[config.mk]
export PLATFORM = sky130hd
export DESIGN_NAME = alu_md
export DESIGN_NICKNAME = d
export VERILOG_FILES = /design/src/rtl/alu_md_pkg.sv /design/src/rtl/alu_md_iter.sv /design/src/rtl/alu_md.sv
export SDC_FILE = /design/constraint.sdc
export NUM_CORES = 1
export LEC_CHECK = 0
export BUFFER_PORTS_ARGS = -buffer_cell sky130_fd_sc_hd__buf_2
export CAP_MARGIN = 20
export CELL_PAD_IN_SITES_DETAIL_PLACEMENT = 0
export CELL_PAD_IN_SITES_GLOBAL_PLACEMENT = 1
export CORE_AREA = 8 8 241 243
export CTS_BUF_LIST = sky130_fd_sc_hd__clkbuf_4 sky130_fd_sc_hd__clkbuf_8 sky130_fd_sc_hd__clkbuf_16
export DETAILED_ROUTE_END_ITERATION = 12
export DIE_AREA = 0 0 249 251
export GPL_TIMING_DRIVEN = 0
export PLACE_DENSITY = 0.82
export SYNTH_ARGS = -nofsm -noshare
export SYNTH_HDL_FRONTEND = slang
export SYNTH_HIERARCHICAL = 1
export SYNTH_SLANG_ARGS = --single-unit
[constraint.sdc]
create_clock -name clk -period 3.52 [get_ports clk]
set_input_delay 0.176 -clock clk [delete_from_list [all_inputs] [get_ports clk]]
set_output_delay 0.176 -clock clk [all_outputs]
set_load 0.01 [all_outputs]
[src/rtl/alu_md_pkg.sv]
// Shared types for alu_md: operation codes and the multiply/divide sequencer states.
// Define ALU_MD_DIV_EN to build in the iterative divider and its DIV state.
package alu_md_pkg;

    typedef enum logic [4:0] {
        OP_NOP   = 5'd0,
        OP_ADD   = 5'd1,
        OP_SUB   = 5'd2,
        OP_AND   = 5'd3,
        OP_OR    = 5'd4,
        OP_NOR   = 5'd5,
        OP_SLT   = 5'd6,
        OP_SLL   = 5'd7,
        OP_SRL   = 5'd8,
        OP_SRA   = 5'd9,
        OP_XOR   = 5'd10,
        OP_SLTU  = 5'd11,
        OP_MFHI  = 5'd12,
        OP_MFLO  = 5'd13,
        OP_MULT  = 5'd14,
        OP_MULTU = 5'd15,
        OP_DIV   = 5'd16,
        OP_DIVU  = 5'd17
    } alu_ctrl_e;

    typedef enum logic [1:0] {
        IDLE = 2'd0,
        MUL  = 2'd1,
        DONE = 2'd2
`ifdef ALU_MD_DIV_EN
        , DIV = 2'd3
`endif
    } state_e;

endpackage

[src/rtl/alu_md_iter.sv]
// Iterative multiply/divide datapath: signs are stripped at start, one bit handled
// per step on magnitudes, and signs reapplied on the result. Divide under ALU_MD_DIV_EN.
module alu_md_iter
    import alu_md_pkg::*;
#(
    parameter int WIDTH = 32
) (
    input  logic             clk,
    input  logic             rst_n,
    input  logic             start,
    input  logic             is_div,
    input  logic             is_signed,
    input  logic             step,
    input  logic [WIDTH-1:0] a,
    input  logic [WIDTH-1:0] b,
    output logic [WIDTH-1:0] hi_res,
    output logic [WIDTH-1:0] lo_res
);

    logic [2*WIDTH-1:0] acc_q, acc_d;
    logic [WIDTH-1:0]   dvsr_q, dvsr_d, a_q, a_d;
    logic               neg_q, neg_d, rneg_q, rneg_d, div_q, div_d, dz_q, dz_d;
    logic               sa, sb;
    logic [WIDTH:0]     mul_sum;
    logic [2*WIDTH-1:0] prod;
    logic [WIDTH-1:0]   q_mag, r_mag;
`ifdef ALU_MD_DIV_EN
    logic [WIDTH:0]     shifted, diff;
`endif

    assign sa = is_signed & a[WIDTH-1];
    assign sb = is_signed & b[WIDTH-1];

    always_comb begin
        acc_d   = acc_q;
        dvsr_d  = dvsr_q;
        a_d     = a_q;
        neg_d   = neg_q;
        rneg_d  = rneg_q;
        div_d   = div_q;
        dz_d    = dz_q;
        mul_sum = {1'b0, acc_q[2*WIDTH-1:WIDTH]} + {1'b0, (acc_q[0] ? dvsr_q : {WIDTH{1'b0}})};
`ifdef ALU_MD_DIV_EN
        shifted = acc_q[2*WIDTH-1:WIDTH-1];
        diff    = shifted - {1'b0, dvsr_q};
`endif
        if (start) begin
            acc_d  = {{WIDTH{1'b0}}, (sa ? -a : a)};
            dvsr_d = sb ? -b : b;
            a_d    = a;
            neg_d  = sa ^ sb;
            rneg_d = sa;
            div_d  = is_div;
            dz_d   = is_div && (b == '0);
        end else if (step) begin
`ifdef ALU_MD_DIV_EN
            // Restoring step: low half shifts out dividend bits, shifts in quotient bits.
            if (div_q) begin
                if (!diff[WIDTH])
                    acc_d = {diff[WIDTH-1:0], acc_q[WIDTH-2:0], 1'b1};
                else
                    acc_d = {shifted[WIDTH-1:0], acc_q[WIDTH-2:0], 1'b0};
            end else
`endif
            begin
                acc_d = {mul_sum, acc_q[WIDTH-1:1]};
            end
        end
    end

    always_comb begin
        q_mag = acc_q[WIDTH-1:0];
        r_mag = acc_q[2*WIDTH-1:WIDTH];
        prod  = neg_q ? -acc_q : acc_q;
        if (div_q) begin
            lo_res = dz_q ? {WIDTH{1'b1}} : (neg_q ? -q_mag : q_mag);
            hi_res = dz_q ? a_q : (rneg_q ? -r_mag : r_mag);
        end else begin
            {hi_res, lo_res} = prod;
        end
    end

    always_ff @(posedge clk or negedge rst_n) begin
        if (!rst_n) begin
            acc_q  <= '0;
            dvsr_q <= '0;
            a_q    <= '0;
            neg_q  <= 1'b0;
            rneg_q <= 1'b0;
            div_q  <= 1'b0;
            dz_q   <= 1'b0;
        end else begin
            acc_q  <= acc_d;
            dvsr_q <= dvsr_d;
            a_q    <= a_d;
            neg_q  <= neg_d;
            rneg_q <= rneg_d;
            div_q  <= div_d;
            dz_q   <= dz_d;
        end
    end

endmodule

[src/rtl/alu_md.sv]
// ALU with registered single-cycle ops and an iterative HI/LO multiply (and divide
// when ALU_MD_DIV_EN is defined) sequenced by an IDLE/MUL/DIV/DONE FSM.
module alu_md
    import alu_md_pkg::*;
#(
    parameter int WIDTH   = 32,
    parameter int SHAMT_W = $clog2(WIDTH)
) (
    input  logic               clk,
    input  logic               rst_n,
    input  logic               op_valid,
    output logic               op_ready,
    input  logic [4:0]         alu_ctrl,
    input  logic [WIDTH-1:0]   a,
    input  logic [WIDTH-1:0]   b,
    input  logic [SHAMT_W-1:0] shamt,
    output logic [WIDTH-1:0]   out,
    output logic               zero,
    output logic               res_valid,
    output logic [WIDTH-1:0]   hi,
    output logic [WIDTH-1:0]   lo,
    output logic               busy
);

    localparam int CNT_W = $clog2(WIDTH);

    state_e             state_q, state_d;
    logic [CNT_W-1:0]   cnt_q, cnt_d;
    logic [WIDTH-1:0]   out_q, out_d, hi_q, hi_d, lo_q, lo_d, alu_res, iter_hi, iter_lo;
    logic               zero_q, zero_d, rv_q, rv_d;
    logic               accept, is_mul, is_div, is_multi, step, last;

    assign accept = op_valid && op_ready;
    assign is_mul = (alu_ctrl == OP_MULT) || (alu_ctrl == OP_MULTU);
`ifdef ALU_MD_DIV_EN
    assign is_div = (alu_ctrl == OP_DIV) || (alu_ctrl == OP_DIVU);
    assign step   = (state_q == MUL) || (state_q == DIV);
`else
    assign is_div = 1'b0;
    assign step   = (state_q == MUL);
`endif
    assign is_multi = is_mul || is_div;
    assign last     = (cnt_q == CNT_W'(WIDTH - 1));

    always_ff @(posedge clk or negedge rst_n) begin
        if (!rst_n) state_q <= IDLE;
        else        state_q <= state_d;
    end

    always_comb begin
        state_d = state_q;
        case (state_q)
            IDLE: begin
                if (accept && is_mul) state_d = MUL;
`ifdef ALU_MD_DIV_EN
                if (accept && is_div) state_d = DIV;
`endif
            end
            MUL:     if (last) state_d = DONE;
`ifdef ALU_MD_DIV_EN
            DIV:     if (last) state_d = DONE;
`endif
            DONE:    state_d = IDLE;
            default: state_d = IDLE;
        endcase
    end

    always_comb begin
        op_ready = (state_q == IDLE);
        busy     = (state_q != IDLE);
    end

    always_comb begin
        alu_res = '0;
        case (alu_ctrl)
            OP_ADD:  alu_res = a + b;
            OP_SUB:  alu_res = a - b;
            OP_AND:  alu_res = a & b;
            OP_OR:   alu_res = a | b;
            OP_NOR:  alu_res = ~(a | b);
            OP_XOR:  alu_res = a ^ b;
            OP_SLT:  alu_res = {{(WIDTH-1){1'b0}}, ($signed(a) < $signed(b))};
            OP_SLTU: alu_res = {{(WIDTH-1){1'b0}}, (a < b)};
            OP_SLL:  alu_res = b << shamt;
            OP_SRL:  alu_res = b >> shamt;
            OP_SRA:  alu_res = $signed(b) >>> shamt;
            OP_MFHI: alu_res = hi_q;
            OP_MFLO: alu_res = lo_q;
            default: alu_res = '0;
        endcase
    end

    always_comb begin
        cnt_d  = (step && !last) ? cnt_q + 1'b1 : '0;
        out_d  = out_q;
        zero_d = zero_q;
        rv_d   = 1'b0;
        hi_d   = hi_q;
        lo_d   = lo_q;
        if (accept && !is_multi) begin
            out_d  = alu_res;
            zero_d = (alu_res == '0);
            rv_d   = 1'b1;
        end
        // Multi-cycle results commit to HI/LO only; out keeps its last value.
        if (state_q == DONE) begin
            hi_d = iter_hi;
            lo_d = iter_lo;
            rv_d = 1'b1;
        end
    end

    always_ff @(posedge clk or negedge rst_n) begin
        if (!rst_n) begin
            cnt_q  <= '0;
            out_q  <= '0;
            zero_q <= 1'b1;
            rv_q   <= 1'b0;
            hi_q   <= '0;
            lo_q   <= '0;
        end else begin
            cnt_q  <= cnt_d;
            out_q  <= out_d;
            zero_q <= zero_d;
            rv_q   <= rv_d;
            hi_q   <= hi_d;
            lo_q   <= lo_d;
        end
    end

    alu_md_iter #(.WIDTH(WIDTH)) u_iter (
        .clk       (clk),
        .rst_n     (rst_n),
        .start     (accept && is_multi),
        .is_div    (is_div),
        .is_signed ((alu_ctrl == OP_MULT) || (alu_ctrl == OP_DIV)),
        .step      (step),
        .a         (a),
        .b         (b),
        .hi_res    (iter_hi),
        .lo_res    (iter_lo)
    );

    assign out       = out_q;
    assign zero      = zero_q;
    assign res_valid = rv_q;
    assign hi        = hi_q;
    assign lo        = lo_q;

endmodule
# Word-level counts from Yosys, hierarchy flattened
# Index checks and enable logic that the tools add are counted.
# Widths: inputs -> output; s select.
[totals] inputBits=77 reg_bits=202 wordCells=76 output_inout_bits=100
[op_classes] n_mux=13 shifts=3 order_cmp=2 add_sub_neg=7 n_reduce_logical=13 bitwise=7 eq_ne=21
[op_table] op="$pmux 32 s13" count=1
[op_table] op="$mux 64" count=3
[op_table] op="$mux 32" count=3
[op_table] op="$lt 32x32->1" count=2
[op_table] op="$neg 32->32" count=2
[op_table] op="$neg 64->64" count=1
[op_table] op="$eq 5x4->1 const B" count=8
[op_table] op="$add 32x32->33" count=1
[op_table] op="$add 32x32->32" count=1
[op_table] op="$and 32x32->32" count=1
[op_table] op="$logic_not 32->1" count=1
[op_table] op="$not 32->32" count=1
[op_table] op="$or 32x32->32" count=1
[op_table] op="$shl 32x5->32" count=1
[op_table] op="$shr 32x5->32" count=1
[op_table] op="$sshr 32x5->32" count=1
[op_table] op="$sub 32x32->32" count=1
[op_table] op="$xor 32x32->32" count=1
[op_table] op="$eq 5x3->1 const B" count=4
[op_table] op="$eq 5x2->1 const B" count=2
[op_table] op="$eq 5x5->1 const B" count=2
[op_table] op="$add 5x1->5 const B" count=1
[op_table] op="$eq 5x1->1 const B" count=1
[op_table] op="$mux 5" count=1
[op_table] op="other kinds (14)" count=24

# Longest topological paths before layout
[depth] word_depth=6 depth_mapped=16 ltp_nobuf=14

# Cells and area by module
# Netlist, hierarchy kept.
[modules_own_cells] mod="alu_md" instances=1 seq_area_each_um2=2628.8 area_per_inst_um2=14376.3 cells_each=1788
[modules_own_cells] mod="alu_md_iter" instances=1 seq_area_each_um2=3303.2 area_per_inst_um2=11279.6 cells_each=1394

# Least setup slack after synthesis
# No wires, ideal clock.
[synth_timing] kind="in2reg" from="in b[19]" to="reg zero_q (netlist: zero)" t_arrival_ns=3.425 cell_stages=15 t_required_ns=3.448 path_slack_ns=0.023 path_buffers=2 setup_time_ns=0.072 path_cell_list="clkbuf_1 -> inv_1 -> ha_1 -> clkbuf_1 -> or4_1 -> nor4_1 -> o311ai_0 -> o211ai_1 -> o21ai_0 -> a221oi_2 -> o2111ai_1 -> or4_1 -> nor4_1 -> nand4_1 -> o21ai_1"
[synth_via] elab_chain_cells=4 elab_cells_between_ends=13 classes_between="add/sub (2); order compare (2); shift (3); mux (1); bitwise (4); reduce/logical (1)"
[synth_lines] element="start, declared" line="alu_md.sv:15" source="input logic [WIDTH-1:0] b,"
[synth_lines] element="parallel branches: the longest is 2 deep, another holds $sub 32x32->32"
[synth_lines] element="$pmux 32 s13 (*)" line="alu_md.sv:75" source="case (alu_ctrl)"
[synth_lines] element="$logic_not 32->1 (*)" line="alu_md.sv:102" source="zero_d = (alu_res == '0);"
[synth_lines] element="end signal, assigned" line="alu_md.sv:124" source="zero_q <= zero_d;"
[synth_lines] element="end, declared" line="alu_md.sv:30" source="logic zero_q, zero_d, rv_q, rv_d;"
# Every way passes the cells marked *.
# A chain may end at the register's enable or synchronous reset.

# Worst setup path after layout
[layout_timing] from="in alu_ctrl[2]" to="reg zero_q (netlist: zero)"
[layout_via] elab_chain_cells=4 elab_cells_between_ends=20 classes_between="eq/ne (15); mux (1); reduce/logical (4)"
[layout_lines] element="start, declared" line="alu_md.sv:13" source="input logic [4:0] alu_ctrl,"
[layout_lines] element="parallel branches: the longest is 4 deep, another holds $pmux 32 s13"
# Several ways; the timed one is not identified.

==> results.json <==
{
  "dp_hpwl_um": 109000,
  "drv_cap": 0,
  "port_buffers": 170,
  "swShare_pct": 46.6,
  "cts.sinks": 237,
  "synth_area_um2": 25700,
  "finalWorstSetupSlack_ns": -0.208,
  "core_area_um2": 54300,
  "endpoint_kind": "flip-flop",
  "min_path_type": "primary input to flip-flop",
  "rows": 86,
  "powerDensity_nw_per_um2": 497,
  "die_y_um": 251,
  "fin_tns_setup_ns": -0.421,
  "clock-root-buffer": "clkbuf_16",
  "cts_tree": "yes",
  "globalRouteMet2Util_pct": 60.5,
  "power_frac_seq_pct": 29.2,
  "ys_ff_latch": 237,
  "status": "finished, violations left",
  "grt_pass1_wl_um": 198000,
  "gp_congestion": 1.11,
  "area.growth.synth_to_final_pct": 15.5,
  "fmax_ghz": 0.268,
  "r2r-start": "u_iter/acc_q[0]",
  "finalSetupViolations": 3,
  "syn_inst": 3182,
  "power_frac_clock_pct": 22.3,
  "hold_depth": 2,
  "rrSetupSlack_ns": 0.05,
  "switching_power_mw": 6.86,
  "io_pins": 177,
  "grt_pass1_vias": 27746,
  "met3_usage_pct": 14.2,
  "routed-via-count": 29891,
  "clk_latency_ns": 0.60,
  "nNetsFinal": 3631,
  "ys.flop_type": "dfrtp_1",
  "power.internal_mw": 7.87,
  "worstPathMaxFanout": 10,
  "reg2reg_depth": 11,
  "synth_edf_count": 0,
  "grt-ovfl-total": 0,
  "clkTransAtPathRegs_ns": 0.06,
  "die_area_um2": 62500,
  "hold_path_startpoint": "b[0]",
  "yosys_warnings": 6,
  "initial_core_util_pct": 47.2,
  "tightestPinTransition_ns": 1.25,
  "criticalPathCategory": "primary input to flip-flop",
  "rsz0062_at_grt": "true",
  "firstDrtPassIters": 9,
  "viasPerCell": 7.21,
  "violations": "setup timing",
  "cellLeakagePower_nw": 12.4,
  "place_ws_ns": -2.21,
  "r2r_end": "hi[30]",
  "holdWs_ns": 0.0291,
  "layout_common_cells": "nand2_1, nor2_1, dfrtp_1",
  "grt_antenna_before_repair": 10,
  "synth-simple-area-share_pct": 20.4,
  "cp-start-kind": "primary input",
  "arrival_ns": 4.26,
  "synth_top_family_by_area": "compound AO/OA/AOI/OAI gates",
  "routed_wl_um": 139000,
  "die_x_um": 249,
  "htree_levels": 1,
  "whs_endpoint": "u_iter/dvsr_q[0]",
  "synth_compound_area_share_pct": 25.1,
  "hold_viol": 0,
  "routedWlPerCell_um": 33.6,
  "clk_path_buf_depth": 3,
  "synth_area_leader_cell": "dfrtp_1",
  "finalClockSkew_ns": 0.0353,
  "finish.utilization_pct": 54.5,
  "post-route-drc-count": 0,
  "drive_above_1_share_pct": 19.5,
  "crit_required_ns": 4.05,
  "yosysTopAreaCellShare_pct": 23.0,
  "peakVddDrop_v": 0.000624,
  "slew_viol_final": 0,
  "grt_max_degree": 122,
  "yosys-top-cells-area": "dfrtp_1, ha_1, mux2_2",
  "synth-adder-area-share_pct": 6.96,
  "yosysUniqueCellTypes": 102,
  "dr.first_iter.drc_count": 4831,
  "grtUsageTotal_pct": 42.3,
  "layout_commonest_cell": "nand2_1",
  "busiest_layer": "met2",
  "synthXorXnorAreaFrac_pct": 4.85,
  "post-route-period-util_pct": 106,
  "syn_area_per_cell_um2": 8.06,
  "synthArstFlopShare_pct": 100,
  "ant_nets": 0,
  "comb_power_share_pct": 48.5,
  "synthMuxAreaShare_pct": 13.8,
  "period_minus_slack_ns": 3.73,
  "ys_seq_area_share_pct": 23.1,
  "slew_headroom_pct": 16.6,
  "gr-usage-met1_pct": 56.6,
  "cts_made_buffers": 29
}
## routing by layer
| metal | vias to the layer above | wire length, µm |
|---|---|---|
| met4 | 4 | 8750 |
| met2 | 2494 | 55800 |
| met3 | 507 | 20200 |
| met5 | - | 32 |
| li1 | 12305 | - |
| met1 | 14581 | 54400 |
## per-stage QoR
| stage | total power, mW | area (µm²) | cells |
|---|---|---|---|
| 2_1_floorplan | 8.33 | 25700 | 3183 |
| 3_3_place_gp | 10.6 | 27400 | 4057 |
| 3_5_place_dp | 10.8 | 27500 | 4062 |
| 4_1_cts | 14.2 | 28900 | 4124 |
| 5_1_grt | 15.3 | 29600 | 4140 |
| 6_report | 14.7 | 29600 | 4147 |
## repair_timing
item | 4_1_cts | 5_1_grt
endpoints found under the setup margin | 100 | 57
pin swaps | 6 | 19
setup buffers | 7 | 23
endpoints found under the hold margin | 120 | 0
resized for setup | 96 | 179
hold buffers | 5 | 0
## cell type report
type                       count  area (µm²)
antenna                        8        20.0
buffer                       223        1070
clock buffer                  34         782
clock inverter                19         243
fill                        5143       24700
inverter                     139         541
multi-input combinational   2572       18900
sequential                   237        5930
tap                          704         881
timing repair buffer         211        1300
## logic make-up after synthesis
logic type / after synthesis
buffers and inverters: 374
xor gates and xnor gates: 142
and+or+nand+nor: 1048
other: 1
AOI/OAI and AO/OA: 957
adders and majority gates: 141
DFF: 237
muxes: 282
## cells in the mapped netlist (all sizes together) (13+ instances only)
| cell type | instances |
|---|---|
| nand2 | 292 |
| nor2 | 276 |
| a21oi | 237 |
| dfrtp | 236 |
| o21ai | 215 |
| clkbuf | 182 |
| mux2 | 141 |
| ha | 138 |
| inv | 137 |
| mux2i | 98 |
| xnor2 | 76 |
| nand3 | 72 |
| xor2 | 66 |
| nor3 | 63 |
| and2 | 54 |
| buf | 53 |
| a221oi | 45 |
| o211ai | 44 |
| mux4 | 43 |
| a211oi | 41 |
| nor2b | 41 |
| o31ai | 39 |
| nand2b | 37 |
| nand4 | 34 |
| nor4 | 34 |
| or3 | 31 |
| or4 | 28 |
| a21o | 25 |
| a22oi | 24 |
| o22ai | 24 |
| o41ai | 24 |
| a31oi | 22 |
| or2 | 21 |
| and3 | 19 |
| o21a | 17 |
| a2111oi | 16 |
| a221o | 16 |
| o21bai | 16 |
| o2111ai | 15 |
| o221ai | 15 |
| a222oi | 13 |
## sequential cells by signal (all words and copies together), names as in the netlist
name / flops
u_iter/neg_q: 1
u_iter/dz_q: 1
hi: 32
u_iter/div_q: 1
u_iter/acc_q: 64
u_iter/dvsr_q: 32
cnt_q: 5
u_iter/rneg_q: 1
out: 32
u_iter/a_q: 32
res_valid: 1
lo: 32
zero: 1
state_q: 2
## critical path, cell delays in order
cell and delay [ns]:
buf_2 0.24, nor4bb_4 0.58, and2_1 0.22, clkbuf_1 0.43, clkbuf_1 0.72, buf_2 0.46
a222oi_1 0.19, o2111ai_1 0.23, a31oi_1 0.11, o211ai_1 0.32, a21oi_1 0.16, and4_1 0.25
nand4_1 0.09, o21ai_1 0.06
## how the worst max path moves through the flow
| stage | slack, ns | to | from | cells after the start |
|---|---|---|---|---|
| final | -0.21 | zero | alu_ctrl[2] | 14 |
| after CTS | -0.24 | zero | alu_ctrl[4] | 15 |
| after global routing | -0.21 | zero | b[12] | 15 |
| after floorplan | 0.02 | zero | b[19] | 15 |
| after global placement | -2.25 | zero | b[6] | 16 |
| after detailed placement | -2.21 | zero | b[19] | 16 |
## power groups by stage
stage          Clock (mW)  Combinational, mW  Sequential [mW]
2_1_floorplan           0               4.43             3.90
3_3_place_gp            0               6.39             4.23
3_5_place_dp            0               6.54             4.27
4_1_cts              3.31               6.67             4.23
5_1_grt              3.41               7.57             4.33
6_report             3.28               7.14             4.31
(Power assumes the default switching activity.)
